$ cat src/rtl/pokey_clk_sched.sv
// Clock scheduler for the four POKEY audio divider chains: base prescalers, channel enables, reloads, STIMER hold.
// Define STIMER_PRESCALE_RST_EN to make STIMER also clear both base prescalers.
module pokey_clk_sched #(
  parameter int DIV64 = 28,
  parameter int DIV15 = 114,
  parameter int PW    = 7
) (
  input  logic       clk,
  input  logic       reset,
  input  logic       enp,
  input  logic [7:0] audctl,
  input  logic       stimer,
  input  logic [3:0] ch_done,
  output logic [3:0] ch_clk,
  output logic [3:0] ch_rst,
  output logic       base_tick
);

  typedef enum logic [0:0] {
    RUN  = 1'b0,
    HOLD = 1'b1
  } state_t;

  localparam logic [PW-1:0] P64_LAST = PW'(DIV64 - 1);
  localparam logic [PW-1:0] P15_LAST = PW'(DIV15 - 1);
  localparam logic [PW-1:0] P_ZERO   = PW'(0);
  localparam logic [PW-1:0] P_ONE    = PW'(1);

  state_t        state_r;
  logic [PW-1:0] p64_r;
  logic [PW-1:0] p15_r;
  logic          tick64_s;
  logic          tick15_s;
  logic          base_s;
  logic [3:0]    src_s;
  logic [3:0]    reld_s;
  logic          unused_audctl_s;

  // Base ticks, per-channel count sources and underflow reloads for this cycle.
  always_comb begin
    tick64_s  = enp && (p64_r == P64_LAST);
    tick15_s  = enp && (p15_r == P15_LAST);
    base_s    = audctl[0] ? tick15_s : tick64_s;
    src_s[0]  = audctl[6] ? enp : base_s;
    src_s[1]  = audctl[4] ? (enp && ch_done[0]) : base_s;
    src_s[2]  = audctl[5] ? enp : base_s;
    src_s[3]  = audctl[3] ? (enp && ch_done[2]) : base_s;
    // A joined pair reloads as a unit, only when its high channel underflows.
    reld_s[0] = enp && (audctl[4] ? ch_done[1] : ch_done[0]);
    reld_s[1] = enp && ch_done[1];
    reld_s[2] = enp && (audctl[3] ? ch_done[3] : ch_done[2]);
    reld_s[3] = enp && ch_done[3];
    unused_audctl_s = ^{audctl[7], audctl[2:1]};
  end

  // Free-running base prescalers, stepped once per enp strobe.
  always_ff @(posedge clk) begin
    if (reset) begin
      p64_r <= P_ZERO;
      p15_r <= P_ZERO;
`ifdef STIMER_PRESCALE_RST_EN
    end else if (stimer) begin
      p64_r <= P_ZERO;
      p15_r <= P_ZERO;
`endif
    end else if (enp) begin
      p64_r <= (p64_r == P64_LAST) ? P_ZERO : (p64_r + P_ONE);
      p15_r <= (p15_r == P15_LAST) ? P_ZERO : (p15_r + P_ONE);
    end else begin
      p64_r <= p64_r;
      p15_r <= p15_r;
    end
  end

  // Selected base tick, delayed one clock to line up with the channel enables.
  always_ff @(posedge clk) begin
    if (reset) begin
      base_tick <= 1'b0;
    end else begin
      base_tick <= base_s;
    end
  end

  // RUN/HOLD scheduler: STIMER holds every R high until an enp has been sampled in HOLD.
  always_ff @(posedge clk) begin
    if (reset) begin
      state_r <= RUN;
      ch_clk  <= 4'h0;
      ch_rst  <= 4'h0;
    end else begin
      case (state_r)
        RUN: begin
          if (stimer) begin
            state_r <= HOLD;
            ch_clk  <= 4'h0;
            ch_rst  <= 4'hF;
          end else begin
            state_r <= RUN;
            ch_clk  <= src_s & ~reld_s;
            ch_rst  <= reld_s;
          end
        end
        HOLD: begin
          ch_clk  <= 4'h0;
          ch_rst  <= 4'hF;
          state_r <= (enp && !stimer) ? RUN : HOLD;
        end
        default: begin
          state_r <= RUN;
          ch_clk  <= 4'h0;
          ch_rst  <= 4'hF;
        end
      endcase
    end
  end

endmodule

$ cat config.mk
export PLATFORM = sky130hd
export DESIGN_NAME = pokey_clk_sched
export DESIGN_NICKNAME = d
export VERILOG_FILES = /design/src/rtl/pokey_clk_sched.sv
export SDC_FILE = /design/constraint.sdc
export NUM_CORES = 1
export LEC_CHECK = 0
export CAP_MARGIN = 0
export CORE_MARGIN = 4
export CORE_UTILIZATION = 52
export DETAILED_ROUTE_END_ITERATION = 8
export PLACE_DENSITY = 0.82
export RECOVER_POWER = 100
export SKIP_CTS_REPAIR_TIMING = 1
export SLEW_MARGIN = 10
export SYNTH_ARGS = -nofsm -noshare
export SYNTH_HDL_FRONTEND = slang
export SYNTH_SLANG_ARGS = --single-unit
$ cat constraint.sdc
create_clock -name clk -period 3.6 [get_ports clk]
set_clock_uncertainty 0.15 [all_clocks]
set_input_delay 0.9 -clock clk [delete_from_list [all_inputs] [get_ports clk]]
set_output_delay 0.9 -clock clk [all_outputs]
set_load 0.05 [all_outputs]
# == After elaboration in Yosys (flattened, before gate mapping) ==
# Cells that the tools add are included.
# totals
register_bits,24
latchBits,0
ramBits,0
rom_bits,0
output_inout_bits,9
n_memories,0
# classes
add_sub_neg,2
n_mul,0
n_div,0
n_lt_le_gt_ge,0
eq_ne,2
shift,0
n_mux,16
bitwise_logic,3
n_reduce_logical,10
# ops
operator,n
$pmux 4 s2,2
$add 7x1->7 const B,2
$mux 7,2
$logic_and 1x1->1,9
$mux 1,9
$mux 4,2
$eq 7x5->1 const B,1
$eq 7x7->1 const B,1
$and 4x4->4,1
$not 4->4,1
$pmux 1 s2,1
$logic_not 1->1,1
$not 1->1,1

# == Depth between registers and ports, before layout ==
# Gate-level depths: netlist of the first run.
# logic_depth
ltp_word,7
ltp_mapped,6

# == Least setup slack after synthesis of the first run ==
# OpenSTA, ideal clock, no wires.
# synth_path
path_kind,input to register
startpoint,in enp
endpoint,reg p15_r[5]
setup_time_ns,0.086
t_arrival_ns,1.741
required_time_ns,3.364
path_slack_ns,1.623
cell_stages,4
cell_sequence,clkbuf_1 -> nand3_1 -> or3_1 -> a211oi_1
# synth_lines
item,line_no,rtl
start: declaration,10,"input logic enp,"
end signal: assignment,68,p15_r <= (p15_r == P15_LAST) ? P_ZERO : (p15_r + P_ONE);
end signal: assignment,71,p15_r <= p15_r;
end: declaration,31,logic [PW-1:0] p15_r;

==> results of run 1 <==
## metal layers
metal | wire length (µm) | up-vias
li1 | - | 522
met1 | 991 | 493
met2 | 1113 | 20
met3 | 163 | 2
met4 | 13 | 0
met5 | 0 | -
## flip-flops by register name, summed over array words and instances (netlist names)
register   count
p15_r          7
p64_r          7
ch_clk         4
ch_rst         4
base_tick      1
state_r        1
## area by class of cell
cell class / count / area (µm²)
Timing Repair Buffer: 23 / 221.5
Tap cell: 27 / 33.78
Clock buffer: 4 / 36.28
Fill cell: 156 / 610.6
Multi-Input combinational cell: 92 / 565.5
Inverter: 9 / 33.78
Sequential cell: 24 / 480.5
## through the flow
| stage | cell area [µm²] | hold WS [ns] |
|---|---|---|
| 2_1_floorplan | 1102 | 0.3024 |
| 3_3_place_gp | 1339 | 0.3106 |
| 3_5_place_dp | 1339 | 0.3227 |
| 4_1_cts | 1375 | 0.3408 |
| 5_1_grt | 1371 | 0.3814 |
| 6_report | 1371 | 0.3424 |
## cell usage in the layout (no fill, tap or decap), types with 3 or more instances in the layout
cell / netlist / routed
dfxtp_1: 24 / 24
clkdlybuf4s50_1: 0 / 10
nor2_1: 4 / 4
a21oi_1: 10 / 10
clkbuf_4: 0 / 3
ha_1: 3 / 3
nor2b_1: 7 / 7
o2111ai_1: 3 / 3
dlygate4sd3_1: 0 / 11
inv_1: 9 / 9
or3_1: 6 / 6
o211ai_1: 7 / 7
nand4_1: 3 / 3
nand3_1: 6 / 6
a31oi_1: 7 / 7
nand2_1: 15 / 15
o21ai_0: 8 / 8
## worst paths after layout
kind,slack [ns],cells past startpoint,startpoint,end
worst min register to register,0.34,2,p64_r[6],p64_r[6]
worst max register to register,1.65,4,p15_r[0],ch_clk[1]
worst max-delay path,0.95,5,enp,p15_r[5]
worst min-delay path,0.34,2,p64_r[6],p64_r[6]
## worst max-delay path: stages
cell and delay, ns:
dlygate4sd3_1 0.63, clkbuf_1 0.44, nand3_1 0.15, or3_1 0.37, a211oi_1 0.22
## cell families after synthesis
group / after synthesis
AOI/OAI and AO/OA: 40
DFF: 24
xor gates and xnor gates: 1
adders and majority gates: 3
buffers and inverters: 15
and+or+nand+nor: 46
muxes: 2
## power breakdown
part,internal (mW),leakage (nW),switching [mW]
Combinational,0.0293,0.268,0.0417
Sequential,0.275,0.196,0.00668
Clock,0.0616,0.0210,0.0750
Total,0.366,0.485,0.123
==> impl_metrics.env, run 1 <==
export IMPL_max_freq_mhz=378.0
export IMPL_cap_violations=0
export IMPL_finalNonFillerCells=179
export IMPL_vias_per_cell=5.793
export IMPL_worstSetupPathType="input port to flop"
export IMPL_io_pins=25
export IMPL_utilization_pct=69.19
export IMPL_dpl_worst_slack_ns=0.9818
export IMPL_seq_area_frac_synth_pct=43.59
export IMPL_powerDensity_mw_per_mm2=356.7
export IMPL_hold_class="flop to flop"
export IMPL_portBuffers=21
export IMPL_synth_compound_area_share_pct=22.81
export IMPL_die_area_mm2=0.002920
export IMPL_fin_setup_tns_ns=0
export IMPL_finalWirelength_um=2282
export IMPL_synth_simple_gate_area_share_pct=22.47
export IMPL_yosys_area_share_adder_pct=3.405
export IMPL_grt_max_degree=21
export IMPL_setup_violations=0
export IMPL_critPathLaunchType="input port"
export IMPL_synthTopCellsByCount="dfxtp_1, nand2_1, a21oi_1"
export IMPL_fin_crit_ns=2.645
export IMPL_wl_per_cell_um=12.75
export IMPL_synth_top_area_share_pct=43.59
export IMPL_syn_area_mm2=0.001102
export IMPL_die_h_um=54.04
export IMPL_dpl_hpwl_um=1680
export IMPL_layout_setup_ws_ns=0.9546
export IMPL_met2_usage_pct=31.05
export IMPL_grt_usage_pct=17.23
export IMPL_root_buffer="clkbuf_4"
export IMPL_grt_busiest_layer="met2"
export IMPL_power_total_uw=489.1
export IMPL_cp_max_fo=13
export IMPL_ir_worst_vdd_mv=0.2475
export IMPL_syn2layout_area_growth_pct=24.40
export IMPL_arrival_ns=2.72
export IMPL_num_vias=1037
export IMPL_clkSlewWorstSetupHoldPaths_ns=0.12
export IMPL_report_final_slew_viol_count=0
export IMPL_report_final_hold_viol_count=0
export IMPL_ant_nets=0
export IMPL_gr_total_overflow=0
export IMPL_initial_core_util_pct=55.62
export IMPL_clock_sinks=24
export IMPL_grt_pass1_wl_um=3753
export IMPL_ys_types=26
export IMPL_first_iter_violations=11
export IMPL_endpoint_kind="flop"
export IMPL_ys_ff_latch=24
export IMPL_cts_buffers=3
export IMPL_coreArea_mm2=0.001982
export IMPL_htree_levels=1
export IMPL_drive_above_1_share_pct=4.605
export IMPL_nets=172
export IMPL_synth_nets=150
export IMPL_drc=0
export IMPL_ys_warnings_count=0
export IMPL_critPathRequiredTime_ns=3.68
export IMPL_p_leak_nw=0.4847
export IMPL_cts_tree="yes"
export IMPL_synthCells=131
export IMPL_grt_pass1_vias=890
export IMPL_synth_top_flop_cell="dfxtp_1"
export IMPL_antennaDiodeCount=0
export IMPL_max_slew_margin_rel_pct=65.60
export IMPL_synth_edff_count=0
export IMPL_yosys_area_top_type="dfxtp_1"
export IMPL_std_cell_rows=16
export IMPL_synth_xor_area_share_pct=0.7946
export IMPL_synth_area_mux_share_pct=1.816
export IMPL_grt_use_met1_pct=20.67
export IMPL_synth_most_common_cell="dfxtp_1"
export IMPL_place_gp_congestion=0.8174
export IMPL_outcome="complete, no violations"
export IMPL_worstMarginPinSlew_ns=0.5160
export IMPL_met3_usage_pct=3.047
export IMPL_syn_avg_cell_area_um2=8.415
export IMPL_clock_latency_ns=0.30
export IMPL_die_w_um=54.04
export IMPL_firstDrtPassIters=4
export IMPL_synth_area_leaders="dfxtp_1, nand2_1, o211ai_1, a21oi_1, a31oi_1"
export IMPL_async_reset_ff_share_pct=0
export IMPL_antenna_found_initial=0
export IMPL_synth_top_family_by_area="compound AO/OA/AOI/OAI gates"
export IMPL_cts_path_max_buffers=2
export IMPL_timing_final_crit_share_pct=73.48
export IMPL_dp_cells=175
export IMPL_rsz0062_at_grt="false"
Note: power is estimated with default switching activity, not from simulation.
==> run 2: changes to the inputs <==
--- a/config.mk
+++ b/config.mk
@@ -7,9 +7,9 @@
 export LEC_CHECK = 0
 export CAP_MARGIN = 0
 export CORE_MARGIN = 4
-export CORE_UTILIZATION = 52
+export CORE_UTILIZATION = 44
 export DETAILED_ROUTE_END_ITERATION = 8
-export PLACE_DENSITY = 0.82
+export PLACE_DENSITY = 0.74
 export RECOVER_POWER = 100
 export SKIP_CTS_REPAIR_TIMING = 1
 export SLEW_MARGIN = 10
==> constraint.sdc (replaced) <==
create_clock -name clk -period 2.3 [get_ports clk]
set_clock_uncertainty 0.15 [all_clocks]
set_input_delay 0.575 -clock clk [delete_from_list [all_inputs] [get_ports clk]]
set_output_delay 0.575 -clock clk [all_outputs]
set_load 0.05 [all_outputs]
==> impl_metrics.env, run 2 (synthesis results as in run 1) <==
export IMPL_die_area_mm2=0.003370
export IMPL_cp_depth=1
export IMPL_setup_violations=0
export IMPL_critical_path_top_delay_family="buffers and inverters"
export IMPL_cap_violations=0
export IMPL_finalWirelength_um=2437
export IMPL_powerDensity_mw_per_mm2=564.8
export IMPL_drc=0
export IMPL_die_w_um=58.05
export IMPL_holdPathStages=2
export IMPL_root_buffer="clkbuf_4"
export IMPL_first_iter_violations=22
export IMPL_io_pins=25
export IMPL_die_h_um=58.05
export IMPL_slowest_delay_ns=0.80
export IMPL_clock_sinks=24
export IMPL_report_final_hold_viol_count=0
export IMPL_reg2regPathDepth=4
export IMPL_mostFrequentLayoutCell="dfxtp_1"
export IMPL_rsz0062_at_grt="false"
export IMPL_wl_per_cell_um=13.46
export IMPL_hold_class="flop to flop"
export IMPL_dpl_hpwl_um=1698
export IMPL_firstDrtPassIters=4
export IMPL_worstMarginPinSlew_ns=0.5070
export IMPL_dpl_worst_slack_ns=0.1577
export IMPL_max_slew_margin_rel_pct=66.10
export IMPL_num_vias=1017
export IMPL_place_gp_congestion=0.7932
export IMPL_antennaDiodeCount=0
export IMPL_gr_total_overflow=0
export IMPL_cts_path_max_buffers=2
export IMPL_cts_buffers=3
export IMPL_final_cell_mix="dfxtp_1, clkdlybuf4s50_1, nand2_1"
export IMPL_top_regs="p15_r x7, p64_r x7"
export IMPL_ant_nets=0
export IMPL_portBuffers=21
export IMPL_max_freq_mhz=461.2
export IMPL_arrival_ns=1.44
export IMPL_vias_per_cell=5.619
export IMPL_drive_above_1_share_pct=3.922
export IMPL_nFillCells=220
export IMPL_syn2layout_area_growth_pct=25.54
export IMPL_met2RoutedLength_um=1134
export IMPL_std_cell_rows=17
export IMPL_nets=173
export IMPL_cp_cell_sequence="clkdlybuf4s50_1"
export IMPL_worstSetupPathType="flop to primary output"
export IMPL_outcome="complete, no violations"
export IMPL_p_leak_nw=0.4680
export IMPL_fin_setup_tns_ns=0
export IMPL_grt_pass1_wl_um=4140
export IMPL_grt_usage_pct=15.47
export IMPL_ir_worst_vdd_mv=0.3512
export IMPL_critPathLaunchType="flop"
export IMPL_report_final_slew_viol_count=0
export IMPL_layout_setup_ws_ns=0.1319
export IMPL_clkSlewWorstSetupHoldPaths_ns=0.13
export IMPL_cts_tree="yes"
export IMPL_cp_max_fo=1
export IMPL_initial_core_util_pct=47.98
export IMPL_timing_final_crit_share_pct=94.26
export IMPL_antenna_found_initial=0
export IMPL_critPathRequiredTime_ns=1.57
export IMPL_endpoint_kind="primary output"
export IMPL_coreArea_mm2=0.002297
export IMPL_clock_latency_ns=0.31
export IMPL_highest_layer="met4"
export IMPL_cp_slowest_cell="clkdlybuf4s50_1"
export IMPL_fin_crit_ns=2.168
export IMPL_grt_max_degree=20
export IMPL_grt_pass1_vias=961
export IMPL_htree_levels=1
export IMPL_wl_met3_um=138
export IMPL_path_buf_inv=1
export IMPL_wl_met1_um=1134
-- run 2: per-layer routing --
layer	vias up	GRT usage, %
met4	0	5.960
met1	459	19.24
met2	28	26.29
li1	526	-
met3	4	2.895
met5	-	0
-- run 2: worst paths after layout --
kind	slack [ns]	from	end
max	0.13	ch_rst[2]	ch_rst[2]
min	0.35	p64_r[6]	p64_r[6]
max reg2reg	0.25	p64_r[0]	ch_clk[1]
min reg2reg	0.35	p64_r[6]	p64_r[6]
-- run 2: layout make-up --
| cell class | count | area (µm²) | share of cell area [%] |
|---|---|---|---|
| Clock buffer | 4 | 36.28 | 2.622 |
| Inverter | 9 | 33.78 | 2.441 |
| Multi-Input combinational cell | 92 | 556.8 | 40.23 |
| Sequential cell | 24 | 480.5 | 34.72 |
| Tap cell | 28 | 35.03 | 2.532 |
| Timing Repair Buffer | 24 | 241.5 | 17.45 |
-- run 2: metrics by stage --
stage          power [mW]  utilization, %  area, µm²  instances  hold slack [ns]
6_report           0.7817           60.24       1384        181           0.3471
5_1_grt            0.8231           60.24       1384        181           0.3792
4_1_cts            0.7906           60.78       1396        181           0.3555
3_5_place_dp       0.5694           59.20       1360        177           0.3370
3_3_place_gp       0.5665           59.20       1360        177           0.3144
2_1_floorplan      0.5168               -       1102        131           0.3024
-- run 2: where the power goes --
part / switching, mW / leakage, nW / internal, mW
Clock: 0.127 / 0.0210 / 0.0968
Sequential: 0.0104 / 0.196 / 0.430
Combinational: 0.0661 / 0.251 / 0.0513
==> run 3: changes to the inputs <==
--- a/config.mk
+++ b/config.mk
@@ -6,12 +6,13 @@
 export NUM_CORES = 1
 export LEC_CHECK = 0
 export CAP_MARGIN = 0
-export CORE_MARGIN = 4
 export CORE_UTILIZATION = 44
 export DETAILED_ROUTE_END_ITERATION = 8
+export MAX_ROUTING_LAYER = met4
 export PLACE_DENSITY = 0.74
 export RECOVER_POWER = 100
 export SKIP_CTS_REPAIR_TIMING = 1
+export SKIP_LAST_GASP = 1
 export SLEW_MARGIN = 10
 export SYNTH_ARGS = -nofsm -noshare
 export SYNTH_HDL_FRONTEND = slang
==> impl_metrics.env, run 3 (synthesis results as in run 1) <==
export IMPL_grt_pass1_vias=925
export IMPL_worstMarginPinSlew_ns=0.5035
export IMPL_std_cell_rows=17
export IMPL_max_freq_mhz=450.4
export IMPL_switchingPower_uw=196.0
export IMPL_mostFrequentLayoutCell="dfxtp_1"
export IMPL_top_regs="p15_r x7, p64_r x7"
export IMPL_grt_usage_pct=20.16
export IMPL_clkSlewWorstSetupHoldPaths_ns=0.13
export IMPL_critPathRequiredTime_ns=1.57
export IMPL_dpl_worst_slack_ns=0.1087
export IMPL_slowest_delay_ns=0.86
export IMPL_cp_cell_sequence="dlygate4sd3_1"
export IMPL_finalNonFillerCells=182
export IMPL_antennaDiodeCount=0
export IMPL_highest_layer="met4"
export IMPL_cp_max_fo=1
export IMPL_syn2layout_area_growth_pct=24.18
export IMPL_cts_tree="yes"
export IMPL_endpoint_kind="primary output"
export IMPL_vias_per_cell=5.709
export IMPL_max_slew_margin_rel_pct=66.33
export IMPL_gr_total_overflow=0
export IMPL_die_w_um=52.05
export IMPL_wl_met3_um=149
export IMPL_initial_core_util_pct=48.43
export IMPL_rsz0062_at_grt="false"
export IMPL_num_vias=1039
export IMPL_firstDrtPassIters=4
export IMPL_clockPowerShare_pct=24.5
export IMPL_cp_slowest_cell="dlygate4sd3_1"
export IMPL_ir_worst_vdd_mv=0.3434
export IMPL_critical_path_top_delay_family="buffers and inverters"
export IMPL_portBuffers=21
export IMPL_wl_per_cell_um=13.06
export IMPL_dpl_hpwl_um=1705
export IMPL_clock_latency_ns=0.31
export IMPL_fin_crit_ns=2.220
export IMPL_sw_frac_of_total_pct=26.60
export IMPL_final_cell_mix="dfxtp_1, nand2_1, clkdlybuf4s50_1"
export IMPL_grt_pass1_wl_um=3939
export IMPL_dp_cells=179
export IMPL_seqPwrFrac_pct=59.8
export IMPL_cap_violations=0
export IMPL_path_buf_inv=1
export IMPL_die_area_mm2=0.002709
export IMPL_drc=0
export IMPL_io_pins=25
export IMPL_report_final_hold_viol_count=0
export IMPL_die_h_um=52.05
export IMPL_p_comb_share_pct=15.7
export IMPL_nets=175
export IMPL_antenna_found_initial=0
export IMPL_grt_max_degree=20
export IMPL_cts_buffers=3
export IMPL_first_iter_violations=26
export IMPL_wl_met1_um=1071
export IMPL_root_buffer="clkbuf_4"
export IMPL_hold_class="flop to flop"
export IMPL_finalWirelength_um=2377
export IMPL_ant_nets=0
export IMPL_layout_setup_ws_ns=0.07961
export IMPL_outcome="complete, no violations"
export IMPL_power_total_uw=737.0
export IMPL_p_leak_nw=0.4740
export IMPL_place_gp_congestion=0.8375
export IMPL_cts_path_max_buffers=2
export IMPL_arrival_ns=1.50
export IMPL_fin_setup_tns_ns=0
export IMPL_critPathLaunchType="flop"
export IMPL_met2RoutedLength_um=1131
export IMPL_worst_hold_slack_ns=0.3413
export IMPL_worstSetupPathType="flop to primary output"
export IMPL_intPower_uw=541.0
export IMPL_timing_final_crit_share_pct=96.54
export IMPL_powerDensity_mw_per_mm2=538.4
export IMPL_drive_above_1_share_pct=3.896
export IMPL_coreArea_mm2=0.002276
export IMPL_htree_levels=1
export IMPL_report_final_slew_viol_count=0
export IMPL_setup_violations=0
export IMPL_clock_sinks=24
[run 3: changes by cell type in the layout (fill, tap and decap cells not counted)]
cell,delta
a21boi_0,+1
a21boi_1,-1
clkbuf_1,+1
buf_4,+2
buf_12,-1
dlygate4sd3_1,+4
clkdlybuf4s50_1,-4
clkbuf_8,-1
[run 3: worst paths after layout]
check / from / endpoint / slack [ns] / depth (start not counted)
max: ch_rst[2] / ch_rst[2] / 0.08 / 1
min: p64_r[6] / p64_r[6] / 0.34 / 2
max reg2reg: p64_r[0] / ch_clk[1] / 0.23 / 4
min reg2reg: p64_r[6] / p64_r[6] / 0.34 / 2
[run 3: per-layer routing]
metal | global-route usage, % | vias up
met5 | - | -
met3 | 2.924 | 4
met1 | 22.68 | 473
met4 | 8.108 | 0
met2 | 35.47 | 37
li1 | - | 525
[run 3: power by group through the flow]
stage / logic (mW) / clock network (mW) / registers, mW
global placement: 0.117 / 0 / 0.449
finish: 0.116 / 0.180 / 0.441
CTS: 0.120 / 0.185 / 0.441
global route: 0.127 / 0.196 / 0.443
detailed placement: 0.119 / 0 / 0.450
floorplan: 0.0449 / 0 / 0.472
[run 3: through the flow]
stage	cell area (µm²)	utilization, %
floorplan	1102	-
global placement	1363	59.87
detailed placement	1363	59.87
CTS	1385	60.86
global route	1369	60.14
finish	1369	60.14
[run 3: area by class of cell]
class / count / area, µm²
inverter: 9 / 33.78
multi-input combinational: 92 / 556.8
timing repair buffer: 26 / 240.2
fill: 229 / 907.1
clock buffer: 3 / 22.52
tap: 28 / 35.03
sequential: 24 / 480.5
==> variant 1, RTL diff (settings of run 2) <==
Put one more register stage on the output `base_tick`, cleared by the reset. The value now appears one clock later. The other outputs are not delayed to match.
--- a/src/rtl/pokey_clk_sched.sv
+++ b/src/rtl/pokey_clk_sched.sv
@@ -25,6 +25,8 @@
   localparam logic [PW-1:0] P15_LAST = PW'(DIV15 - 1);
   localparam logic [PW-1:0] P_ZERO   = PW'(0);
   localparam logic [PW-1:0] P_ONE    = PW'(1);
+
+  logic base_tick_s0;
 
   state_t        state_r;
   logic [PW-1:0] p64_r;
@@ -75,9 +77,9 @@
   // Selected base tick, delayed one clock to line up with the channel enables.
   always_ff @(posedge clk) begin
     if (reset) begin
-      base_tick <= 1'b0;
+      base_tick_s0 <= 1'b0;
     end else begin
-      base_tick <= base_s;
+      base_tick_s0 <= base_s;
     end
   end
 
@@ -114,5 +116,13 @@
     end
   end
 
+  always_ff @(posedge clk) begin
+    if (reset) begin
+      base_tick <= '0;
+    end else begin
+      base_tick <= base_tick_s0;
+    end
+  end
+
 endmodule
 
Behaviour: no difference found for any inputs over 10 cycles, from zero or initial values and one cycle with reset high; that may be too few to reach the edited logic, so the function may still have changed.
==> variant 1 against run 2 <==
Non-clock buffer count grew 1. Power shrank 2.8%. Area after synthesis is 4.8% higher. Critical path depth unchanged. Wire length up 1.8%. Worst setup slack improved by 0.0029 ns. Design area grew 3.3%. Sequential cell count rose by 1. Count of clock-buffer cells in the layout unchanged. First-iteration DRC count rose by 50%. Sequential share of layout area rose by 0.31 points. Register-to-register slack got worse by 0.04 ns. Core utilization down 3.1 points.
==> variant 1: results (changes against run 2) <==
Setup path
  – Critical Path Fanout Max: 1 (unchanged)
  – Worst Setup Start Kind: flip-flop
  – CP max stage delay: 0.79 ns
  – Slowest-stage cell, CP: clkdlybuf4s50_1
  – R2R setup slack: 0.21 ns (-0.04 ns)
  – Worst endpoint data arrival time: 1.44 ns (about the same)
  – R2R Path Start: p64_r[0]
  – Critical R2R Capture: ch_clk[3]
  – Worst R2R Path Depth: 4 (unchanged)

Synthesis
  – Synth Flop Type: dfxtp_1
  – Post-synthesis sequential area ratio: 43.34% (-0.25 points)
  – Commonest cells post-synth: dfxtp_1, nand2_1, a21oi_1, inv_1, o21ai_0
  – Post-Syn Nets: 155 (+3.3%)
  – Synth Area in Compound Gates: 19.93% (-2.9 points)
  – Synth Area in Adders: 3.250% (-0.15 points)
  – Synth area leaders: dfxtp_1, a21oi_1, nand2_1
  – Mux share of post-synthesis cell area: 2.709% (+0.89 points)
  – FFs w/ async S/R, synth: 0% (unchanged)
  – Distinct cells, synth: 29 (+12%)
  – Synth warn: 0 (unchanged)
  – Post-Synthesis Cells: 136 (+3.8%)
  – Xor/xnor share of the synthesized area: 0.7584% (-0.036 points)

Detailed routing
  – First-pass DRT Iterations: 4 (unchanged)
  – Routed Wire Length: 2482 µm (+1.8%)
  – Residual DRC: 0 (unchanged)
  – Vias after detailed routing: 1070 (+5.2%)
  – Initial DRC count: 33 (+50%)

Place
  – Post-DP HPWL: 1791 µm (+5.5%)
  – Placer Congestion: 0.7460 (-6.0%)
  – Dpl cells: 185 (+4.5%)
  – DP Worst Slack: 0.01099 ns (-0.1467 ns)
  – Placed Area: 1415 µm² (+4.0%)

Worst hold path
  – Hold Path Sink: base_tick
  – Worst hold-check path type: reg2reg
  – Hold_sp: base_tick_s0
  – WHS Path Cells: 1 (-1)

Layout
  – Largest regs: p15_r: 7 flops, p64_r: 7 flops
  – Share of layout cells above drive strength 1: 5.031% (+1.1 points)
  – Antenna Diode Count: 0 (unchanged)
  – NumNets Final: 179 (+3.5%)
  – Final Non-Filler Cells: 189 (+4.4%)
  – Fillers: 221 (+0.45%)

Status
  – Status: finished clean

Power and ir drop
  – Static leakage power: 0.4862 nW (+3.9%)
  – Maximum VDD drop: 0.3090 mV (-12%)
  – Switching power: 0.1952 mW (-4.0%)

Clocking
  – H-tree levels: 1 (unchanged)
  – Clk buf depth: 2 (unchanged)
  – CTS root buffer: clkbuf_4
  – CTS buffer count: 3 (unchanged)
  – Worst-skew pair later-pin latency: 0.31 ns (about the same)
  – Clock Pin Slew Worst Setup and Hold Paths: 0.13 ns (about the same)

Global routing
  – Gr usage total: 15.20% (-0.27 points)
  – Antenna violations before repair: 0 (unchanged)
  – Vias in the first global route: 1018 (+5.9%)
  – Largest net degree at the start of global routing: 20 (unchanged)
  – First-pass GRT wire length: 4284 µm (+3.5%)

STA
  – Worst Max-Slew Pin Slew: 0.5118 ns (+0.004830 ns)
  – Fin Hold WS: 0.3045 ns (-0.04261 ns)
variant 1: worst max path at each step:
stage	start	endpoint	slack, ns	depth (start not counted)
2_1_floorplan	p64_r[0]	ch_clk[0]	0.49	4
3_3_place_gp	stimer	ch_clk[3]	0.09	5
3_5_place_dp	stimer	ch_clk[3]	0.01	5
4_1_cts	ch_clk[3]	ch_clk[3]	0.11	1
5_1_grt	ch_clk[1]	ch_clk[1]	0.08	1
6_report	ch_clk[3]	ch_clk[3]	0.13	1
variant 1: cell type report:
cell class                      count  area [µm²]  area share [%]
Sequential cell                    25       500.5           35.03
Clock buffer                        4       26.28           1.839
Timing Repair Buffer               25       249.0           17.43
Multi-Input combinational cell     94       574.3           40.19
Inverter                           11       41.29           2.890
Tap cell                           30       37.54           2.627
variant 1: routing by layer:
metal | wire (µm) | track usage, % | up-vias
met4 | 24 | 4.854 | 0
met3 | 159 | 1.525 | 2
li1 | - | - | 532
met5 | 0 | 0 | -
met2 | 1131 | 27.46 | 32
met1 | 1166 | 18.66 | 504
variant 1: worst reg2reg max path: stages (launching register included):
cell,delay [ns]
dfxtp_1,0.44
ha_1,0.23
or4b_1,0.56
or3_1,0.43
a31oi_1,0.21
variant 1: power groups by stage:
stage	logic, mW	clock network (mW)	registers [mW]
finish	0.114	0.191	0.455
global route	0.124	0.216	0.457
CTS	0.117	0.200	0.455
detailed placement	0.116	0	0.465
global placement	0.113	0	0.464
floorplan	0.0416	0	0.485
variant 1: cells by family after synthesis:
family                   after synthesis
AND/OR/NAND/NOR                       49
multiplexers                           3
AO/OA/AOI/OAI                         38
flip-flops                            25
XOR/XNOR                               1
adder cells (fa/ha/maj)                3
buffers and inverters                 17
==> variant 2, RTL diff (config.mk and constraints of run 2) <==
Without the edit above. The parameter `PW` goes from 7 to 8.
--- a/src/rtl/pokey_clk_sched.sv
+++ b/src/rtl/pokey_clk_sched.sv
@@ -3,7 +3,7 @@
 module pokey_clk_sched #(
   parameter int DIV64 = 28,
   parameter int DIV15 = 114,
-  parameter int PW    = 7
+  parameter int PW    = 8
 ) (
   input  logic       clk,
   input  logic       reset,
Function: same outputs for any inputs over 10 cycles, from zero or initial values and one cycle with reset high; that may be too few to reach the edited logic, so the function may still have changed.
==> variant 2 against run 2 <==
Wire length decreased by 11%. Die area up 1.4%. Global-route usage shrank 1.2 points. Design area grew 2.6%. Area after synthesis rose by 1.6%. Worst hold slack better by 0.055 ns. First-iteration DRC count down 45%. Clock power fell by 15%. Power is 0.16% higher. Worst setup slack worse by 0.015 ns. Sequential cell count is 2 higher. Critical path type unchanged. Largest power group unchanged.
==> variant 2: results (changes against run 2) <==
Layout
  – Clk tree area frac: 1.586% (-1.0 points)
  – NumNets Final: 166 (-4.0%)
  – Bufs w/o clock: 29 (+21%)
  – Multi-input gate area: 576.8 µm² (+3.6%)
  – Multi-In Gates: 85 (-7.6%)
  – Fraction of area in registers: 36.65% (+1.9 points)
  – Reg area: 520.5 µm² (+8.3%)

Status
  – Status: finished clean

Synthesis
  – Post-Syn Nets: 135 (-10%)
  – Distinct cells, synth: 33 (+27%)
  – Synth Area in Adders: 3.352% (-0.053 points)
  – Xor/xnor share of the synthesized area: 10.17% (+9.4 points)
  – Post-synthesis sequential area ratio: 46.48% (+2.9 points)
  – Yosys top cell area share: 46.48% (+2.9 points)

Detailed routing
  – Metal1 wirelength: 1022 µm (-9.9%)
  – Routed vias/inst: 4.954 (-12%)
  – Met3 Wirelength: 76 µm (-45%)
  – Metal2 WL: 1044 µm (-7.9%)
  – WL/cell: 12.35 µm (-8.2%)

Global routing
  – GRT met3 Usage: 5.263% (+2.4 points)
  – Met2 Resource Use GR: 23.13% (-3.2 points)
  – Vias in the first global route: 894 (-7.0%)

Place
  – DP Worst Slack: 0.1995 ns (+0.04178 ns)
  – Post-DP HPWL: 1689 µm (-0.51%)
  – Placed Area: 1413 µm² (+3.9%)

Power and ir drop
  – Static leakage power: 0.5731 nW (+22%)

Setup path
  – Worst endpoint data arrival time: 1.46 ns (+0.02 ns)
-- variant 2: worst paths after layout --
check	start	end	slack, ns	depth (start not counted)
max	ch_rst[2]	ch_rst[2]	0.12	1
max reg2reg	p15_r[1]	ch_clk[1]	0.52	6
min	p15_r[1]	p15_r[1]	0.40	2
min reg2reg	p15_r[1]	p15_r[1]	0.40	2
-- variant 2: cell families (layout without fill, tap and decap cells) --
| family | count (synthesis) | in the layout |
|---|---|---|
| AOI/OAI and AO/OA | 15 | 15 |
| xor gates and xnor gates | 13 | 13 |
| adders and majority gates | 3 | 3 |
| buffers and inverters | 5 | 34 |
| DFF | 26 | 26 |
| muxes | 3 | 3 |
| and+or+nand+nor | 51 | 51 |
-- variant 2: where the power goes --
group          switching [mW]  internal [mW]
Sequential             0.0114          0.466
Clock                   0.130         0.0614
Combinational          0.0599         0.0547
